## src/rtl/pkt_pkg.sv

```systemverilog
// pkt_pkg: constants, helpers and the framer state type for the 0xBE 0xEF
// packet link. The packet error detector imports the same package, so
// framer and detector always agree on the header bytes.
package pkt_pkg;

  localparam logic [7:0] HDR0             = 8'hBE;
  localparam logic [7:0] HDR1             = 8'hEF;
  localparam int         BODY_LEN_DEFAULT = 8;

  // True when b could be mistaken for a header byte on the wire.
  function automatic logic is_hdr_byte(input logic [7:0] b);
    return (b == HDR0) || (b == HDR1);
  endfunction

  // Deliberately wrong checksum for error injection. Flipping bit 0 is the
  // normal choice; if that lands on a header byte, flipping bits 0 and 1
  // cannot also land on one, so the corrupted byte never looks like a header.
  function automatic logic [7:0] corrupt_csum(input logic [7:0] sum);
    logic [7:0] flipped;
    flipped = sum ^ 8'h01;
    if (is_hdr_byte(flipped)) begin
      flipped = sum ^ 8'h03;
    end
    return flipped;
  endfunction

  typedef enum logic [2:0] {
    COLLECT,
    CHECK,
    SEND_H0,
    SEND_H1,
    SEND_BODY,
    SEND_CSUM
  } frm_state_t;

endpackage

```

## src/rtl/packet_framer.sv

```systemverilog
// packet_framer: transmit side of the 0xBE 0xEF packet link.
// Collects BODY_LEN body bytes, rejects bodies that contain a header byte or
// whose checksum would be a header byte, and sends each good body as
// HDR0, HDR1, body bytes, checksum (body sum mod 256).
//
// Ports:
//   clk        clock
//   reset      asynchronous active-high reset
//   in_data    body byte            in_valid / in_ready handshake
//   inj_csum   corrupt this packet's checksum (sampled in CHECK)
//   inj_short  omit the checksum byte (sampled in CHECK)
//   out_data   frame byte           out_valid / out_ready handshake
//   drop       one-cycle pulse when a collected body is discarded
//   pkt_cnt    frames fully sent, wraps modulo 2^CNT_W
module packet_framer
  import pkt_pkg::*;
#(
  parameter int BODY_LEN = BODY_LEN_DEFAULT,
  parameter int CNT_W    = 16
) (
  input  logic             clk,
  input  logic             reset,
  input  logic [7:0]       in_data,
  input  logic             in_valid,
  output logic             in_ready,
  input  logic             inj_csum,
  input  logic             inj_short,
  output logic [7:0]       out_data,
  output logic             out_valid,
  input  logic             out_ready,
  output logic             drop,
  output logic [CNT_W-1:0] pkt_cnt
);

  localparam int              IDX_W    = (BODY_LEN > 1) ? $clog2(BODY_LEN) : 1;
  localparam logic [IDX_W-1:0] LAST_IDX = IDX_W'(BODY_LEN - 1);

  frm_state_t       state;
  frm_state_t       state_next;

  // idx is the write pointer while collecting and the read pointer while
  // sending the body; it is back at zero whenever a phase starts.
  logic [IDX_W-1:0] idx;
  logic [7:0]       sum;
  logic             illegal;
  logic [7:0]       csum;
  logic             short_frame;
  logic [7:0]       body_mem [BODY_LEN];

  logic             last_idx;
  logic             bad_body;
  logic             frame_done;

  assign last_idx = (idx == LAST_IDX);
  assign bad_body = illegal || is_hdr_byte(sum);

  // State register
  always_ff @(posedge clk or posedge reset) begin
    if (reset) begin
      state <= COLLECT;
    end else begin
      state <= state_next;
    end
  end

  // Next state and handshake outputs. Outputs are decoded from registered
  // state, so reset forces them to their idle values immediately.
  always_comb begin
    state_next = state;
    in_ready   = 1'b0;
    out_valid  = 1'b0;
    out_data   = 8'h00;
    drop       = 1'b0;
    frame_done = 1'b0;
    case (state)
      COLLECT: begin
        in_ready = 1'b1;
        if (in_valid && last_idx) begin
          state_next = CHECK;
        end
      end
      CHECK: begin
        if (bad_body) begin
          drop       = 1'b1;
          state_next = COLLECT;
        end else begin
          state_next = SEND_H0;
        end
      end
      SEND_H0: begin
        out_valid = 1'b1;
        out_data  = HDR0;
        if (out_ready) begin
          state_next = SEND_H1;
        end
      end
      SEND_H1: begin
        out_valid = 1'b1;
        out_data  = HDR1;
        if (out_ready) begin
          state_next = SEND_BODY;
        end
      end
      SEND_BODY: begin
        out_valid = 1'b1;
        out_data  = body_mem[idx];
        if (out_ready && last_idx) begin
          if (short_frame) begin
            state_next = COLLECT;
            frame_done = 1'b1;
          end else begin
            state_next = SEND_CSUM;
          end
        end
      end
      SEND_CSUM: begin
        out_valid = 1'b1;
        out_data  = csum;
        if (out_ready) begin
          state_next = COLLECT;
          frame_done = 1'b1;
        end
      end
      default: begin
        state_next = COLLECT;
      end
    endcase
  end

  // Index, running sum, validity flag, latched checksum and frame counter
  always_ff @(posedge clk or posedge reset) begin
    if (reset) begin
      idx         <= '0;
      sum         <= 8'h00;
      illegal     <= 1'b0;
      csum        <= 8'h00;
      short_frame <= 1'b0;
      pkt_cnt     <= '0;
    end else begin
      if (frame_done) begin
        pkt_cnt <= pkt_cnt + 1'b1;
      end
      case (state)
        COLLECT: begin
          if (in_valid) begin
            sum     <= sum + in_data;
            illegal <= illegal | is_hdr_byte(in_data);
            idx     <= last_idx ? '0 : idx + 1'b1;
          end
        end
        CHECK: begin
          // Accumulators are cleared either way so the next body starts
          // fresh; checksum and injection flags matter only for a good body.
          sum     <= 8'h00;
          illegal <= 1'b0;
          idx     <= '0;
          if (!bad_body) begin
            csum        <= inj_csum ? corrupt_csum(sum) : sum;
            short_frame <= inj_short;
          end
        end
        SEND_BODY: begin
          if (out_ready) begin
            idx <= last_idx ? '0 : idx + 1'b1;
          end
        end
        default: begin
        end
      endcase
    end
  end

  // Body buffer: written only while collecting, read while sending. No reset
  // needed because every entry is rewritten before it is sent.
  always_ff @(posedge clk) begin
    if (state == COLLECT && in_valid) begin
      body_mem[idx] <= in_data;
    end
  end

endmodule
```

## config.mk

```make
export PLATFORM = sky130hd
export DESIGN_NAME = packet_framer
export DESIGN_NICKNAME = d
export VERILOG_FILES = /design/src/rtl/pkt_pkg.sv /design/src/rtl/packet_framer.sv
export SDC_FILE = /design/constraint.sdc
export NUM_CORES = 1
export LEC_CHECK = 0
export ABC_AREA = 1
export CORE_ASPECT_RATIO = 1.4
export CORE_MARGIN = 2
export CORE_UTILIZATION = 50
export CTS_BUF_LIST = sky130_fd_sc_hd__clkbuf_8 sky130_fd_sc_hd__clkbuf_16
export CTS_CLUSTER_SIZE = 40
export DETAILED_ROUTE_END_ITERATION = 10
export GPL_ROUTABILITY_DRIVEN = 0
export GPL_TIMING_DRIVEN = 0
export PLACE_DENSITY_LB_ADDON = 0.3
export SLEW_MARGIN = 0
export SYNTH_ARGS = -nofsm -noshare
export SYNTH_HDL_FRONTEND = slang
export SYNTH_SLANG_ARGS = --single-unit
```

## constraint.sdc

```tcl
create_clock -name clk -period 3.61 [get_ports clk]
set_input_delay 0.361 -clock clk [delete_from_list [all_inputs] [get_ports clk]]
set_output_delay 0.361 -clock clk [all_outputs]
set_load 0.05 [all_outputs]
```

==> impl_metrics.prom <==
# TYPE chip_impl_metric gauge
chip_impl_metric{name="place.port_buffers",unit=""} 40
chip_impl_metric{name="p_total",unit="mW"} 4.37
chip_impl_metric{name="clock_power_share",unit=""} 0.221
chip_impl_metric{name="floorplan.rows",unit=""} 44
chip_impl_info{name="timing.hold.worst.class",value="reg2reg"} 1
chip_impl_info{name="timing_worst_setup_path_type",value="reg2out"} 1
chip_impl_metric{name="die_height",unit="microns"} 126
chip_impl_metric{name="area_growth_syn_to_layout",unit="%"} 17.6
chip_impl_info{name="cts_tree",value="done"} 1
chip_impl_metric{name="timing.slew.headroom",unit=""} 0.366
chip_impl_metric{name="total_global_routing_overflow",unit=""} 0
chip_impl_metric{name="ant_nets",unit=""} 0
chip_impl_metric{name="post_cts_resize_count",unit=""} 0
chip_impl_metric{name="cts_max_path_buffers",unit=""} 2
chip_impl_metric{name="grt_pass1_wl",unit="microns"} 20300
chip_impl_metric{name="critical_path_arrival",unit="ps"} 2740
chip_impl_info{name="post-synth-top-area-cell",value="edfxtp_1"} 1
chip_impl_metric{name="cts_buffer_count",unit=""} 9
chip_impl_metric{name="total_of_hold_buffers_inserted_after_clock_tree_synthesis",unit=""} 0
chip_impl_metric{name="r2r.worst_path.cells",unit=""} 7
chip_impl_metric{name="drt-pass1-iter-count",unit=""} 5
chip_impl_metric{name="wl",unit="microns"} 12500
chip_impl_metric{name="insertion_delay",unit="ps"} 340
chip_impl_metric{name="seq_area",unit="sq mm"} 0.00292
chip_impl_metric{name="synth_area",unit="sq mm"} 0.00529
chip_impl_info{name="status",value="finished clean"} 1
chip_impl_info{name="layout.cells.most_common",value="nand2_1"} 1
chip_impl_metric{name="post_route_cells_drive_above_1_share",unit=""} 0.0895
chip_impl_metric{name="clkSinkCount",unit=""} 104
chip_impl_metric{name="coreArea",unit="sq mm"} 0.0103
chip_impl_metric{name="multi_input_comb_area",unit="sq mm"} 0.00204
chip_impl_metric{name="report.final.hold_viol_count",unit=""} 0
chip_impl_info{name="worst_setup_path_end_kind",value="primary output"} 1
chip_impl_metric{name="grt_antenna_before_repair",unit=""} 0
chip_impl_info{name="grt_setup_unrepaired",value="no"} 1
chip_impl_metric{name="io-pin-count",unit=""} 41
chip_impl_metric{name="synth_largest_type_area_fraction",unit=""} 0.363
chip_impl_metric{name="power_switching",unit="mW"} 1.83
chip_impl_metric{name="cellInternalPower",unit="mW"} 2.54
chip_impl_metric{name="vias_in_the_first_global_route",unit=""} 4212
chip_impl_metric{name="leakage",unit="nW"} 2.69
chip_impl_metric{name="power.sequential.fraction",unit=""} 0.353
chip_impl_info{name="startpoint",value="idx[0]"} 1
chip_impl_metric{name="critPathRequiredTime",unit="ps"} 3250
chip_impl_metric{name="synth_cell_type_count",unit=""} 37
chip_impl_metric{name="skew",unit="ps"} 7.54
chip_impl_info{name="yosys-top-cells-area",value="edfxtp_1 36%, dfrtp_1 19%, nand2_1 16%"} 1
chip_impl_info{name="critPathCapture",value="out_data[1]"} 1
chip_impl_metric{name="synth.yosys.seq_area_share",unit=""} 0.552
chip_impl_metric{name="setup-tns-final",unit="ps"} 0
chip_impl_metric{name="synthesis.nets",unit=""} 624
chip_impl_info{name="reg2reg_to",value="body_mem[4][3]"} 1
chip_impl_metric{name="layout.cell_area.non_filler",unit="sq mm"} 0.00622
chip_impl_metric{name="timing.max_cap.violations",unit=""} 0
chip_impl_metric{name="antennaDiodeCount",unit=""} 0
chip_impl_metric{name="holdWs",unit="ps"} 492
chip_impl_metric{name="clk_transition_reported_paths",unit="ps"} 70
chip_impl_metric{name="fmax",unit="MHz"} 323
chip_impl_metric{name="post-cts-setup-buffers",unit=""} 0
chip_impl_metric{name="h-tree-depth",unit=""} 3
chip_impl_metric{name="grt_overall_usage",unit=""} 0.226
chip_impl_info{name="worst_r2r_startpoint",value="state[2]"} 1
chip_impl_metric{name="grt_start_max_net_pins",unit=""} 41
chip_impl_metric{name="power.density_cell_area",unit="mW/mm^2"} 702
chip_impl_metric{name="dp_hpwl",unit="microns"} 8920
chip_impl_metric{name="fp.dieArea",unit="sq mm"} 0.0114
chip_impl_metric{name="total_via_count_after_detailed_routing",unit=""} 4215
chip_impl_metric{name="detailed_place.area",unit="sq mm"} 0.00593
chip_impl_metric{name="initialDrtViolationCount",unit=""} 311
chip_impl_metric{name="drt_wl_cell",unit="microns"} 15.7
chip_impl_metric{name="ff_to_ff_setup_slack",unit="ps"} 1310
chip_impl_metric{name="synth_cells",unit=""} 599
chip_impl_metric{name="power.switching_fraction",unit=""} 0.418
chip_impl_info{name="setup.worst_path.start_class",value="register"} 1
chip_impl_metric{name="vias_per_inst",unit=""} 5.29
chip_impl_metric{name="worst_vdd_rail_ir_drop",unit="mV"} 0.387
chip_impl_metric{name="post-route-period-util",unit=""} 0.859
chip_impl_metric{name="finish.net_count",unit=""} 679
chip_impl_metric{name="die-width",unit="microns"} 90.9
chip_impl_metric{name="maximum_fanout_along_the_worst_path",unit=""} 10
chip_impl_metric{name="filler_cell_count",unit=""} 919
chip_impl_metric{name="floorplan.initialDensity",unit=""} 0.511
chip_impl_metric{name="final-setup-viol-count",unit=""} 0
chip_impl_metric{name="ys_warn_count",unit=""} 0
chip_impl_metric{name="drc",unit=""} 0
chip_impl_metric{name="maxSlewViolCount",unit=""} 0
chip_impl_metric{name="worst_slew_pin_slew",unit="ps"} 943
chip_impl_metric{name="yosys_register_bits",unit=""} 104
chip_impl_metric{name="postSynthAreaPerCell",unit="sq um"} 8.83
chip_impl_metric{name="p_comb_frac",unit=""} 0.427
chip_impl_metric{name="layout_min_cycle_time",unit="ps"} 3100
chip_impl_info{name="cts-root-buf",value="clkbuf_16"} 1
chip_impl_info{name="final_cell_mix",value="227 x nand2_1, 64 x edfxtp_1, 59 x inv_1"} 1
chip_impl_metric{name="finish.utilization",unit=""} 0.601
-- cell type report --
cell class                 count  area share
inverter                      65      0.0392
tap                          138      0.0277
sequential                   104       0.470
clock buffer                   9      0.0362
multi-input combinational    410       0.328
buffer                        20      0.0189
timing repair buffer          44      0.0692
clock inverter                 7      0.0115
-- metal layers --
| metal | part of all wire | up-vias | GRT usage |
|---|---|---|---|
| met5 | 0 | - | 0 |
| met4 | 0.035 | 0 | 0.111 |
| met3 | 0.050 | 30 | 0.0371 |
| met1 | 0.38 | 1985 | 0.255 |
| met2 | 0.53 | 142 | 0.410 |
| li1 | - | 2058 | - |
-- cell families after synthesis --
logic type               count (synthesis)  synth area share
adder cells (fa/ha/maj)                 11            0.0274
buffers and inverters                   85            0.0683
AO/OA/AOI/OAI                           64            0.0629
flip-flops                             104             0.552
XOR/XNOR                                14            0.0260
AND/OR/NAND/NOR                        321             0.263
-- worst max-delay path: stages (launching register included) --
cell and delay, ps:
dfrtp_1 400, clkinv_1 130, clkbuf_1 480, nand2_1 110, a21oi_1 160, o21ai_0 130, nand2_1 90, nand2_1 40
nand2_1 60, clkdlybuf4s50_1 800
-- flip-flops by register name (all words and copies together) (netlist names) --
signal and count:
pkt_cnt 16, sum 8, state 3, short_frame 1, idx 3, body_mem 64
illegal 1, csum 8
-- worst min-delay path by stage --
stage,slack [ps],startpoint,to,cells after the start
4_1_cts,490,csum[6],csum[6],2
3_3_place_gp,470,csum[2],csum[2],2
6_report,490,csum[6],csum[6],2
5_1_grt,520,csum[6],csum[6],2
3_5_place_dp,470,csum[6],csum[6],2
2_1_floorplan,450,csum[1],csum[1],2
-- power by group through the flow --
stage               clock [mW]  combinational, mW  sequential (mW)
global route              1.02               2.07             1.55
global placement             0               1.78             1.56
floorplan                    0               1.25             1.58
CTS                      0.979               1.86             1.54
detailed placement           0               1.84             1.56
finish                   0.964               1.86             1.54
-- synthesized netlist by cell type --
cell      number
nand3b_1       2
nor3_4         1
nor2_1        25
nor3_1         7
buf_6          4
fa_1           1
and2_1         1
clkinv_1       3
nand4_4        1
nand2_2        3
xor2_2         1
nor2_2         1
o21ai_0       36
nor4_1         5
ha_1          10
o21ai_1        1
o21ai_4        1
o22ai_1        1
xor2_1         6
nand3_4        1
dfrtp_1       40
nor3_2         1
inv_2          3
buf_2          9
nand2_1      227
clkbuf_1       6
or2_2          2
inv_1         59
xnor2_2        1
nor2_4         2
nand3_1       32
nand4_1        8
a21oi_1       25
nand2_4        2
edfxtp_1      64
clkbuf_2       1
xnor2_1        6
-- metrics by stage --
step,std cells,setup slack (ps)
floorplan,599,1370
global placement,777,310
detailed placement,781,873
CTS,797,498
global route,797,334
finish,797,509
(Power assumes the default switching activity.)
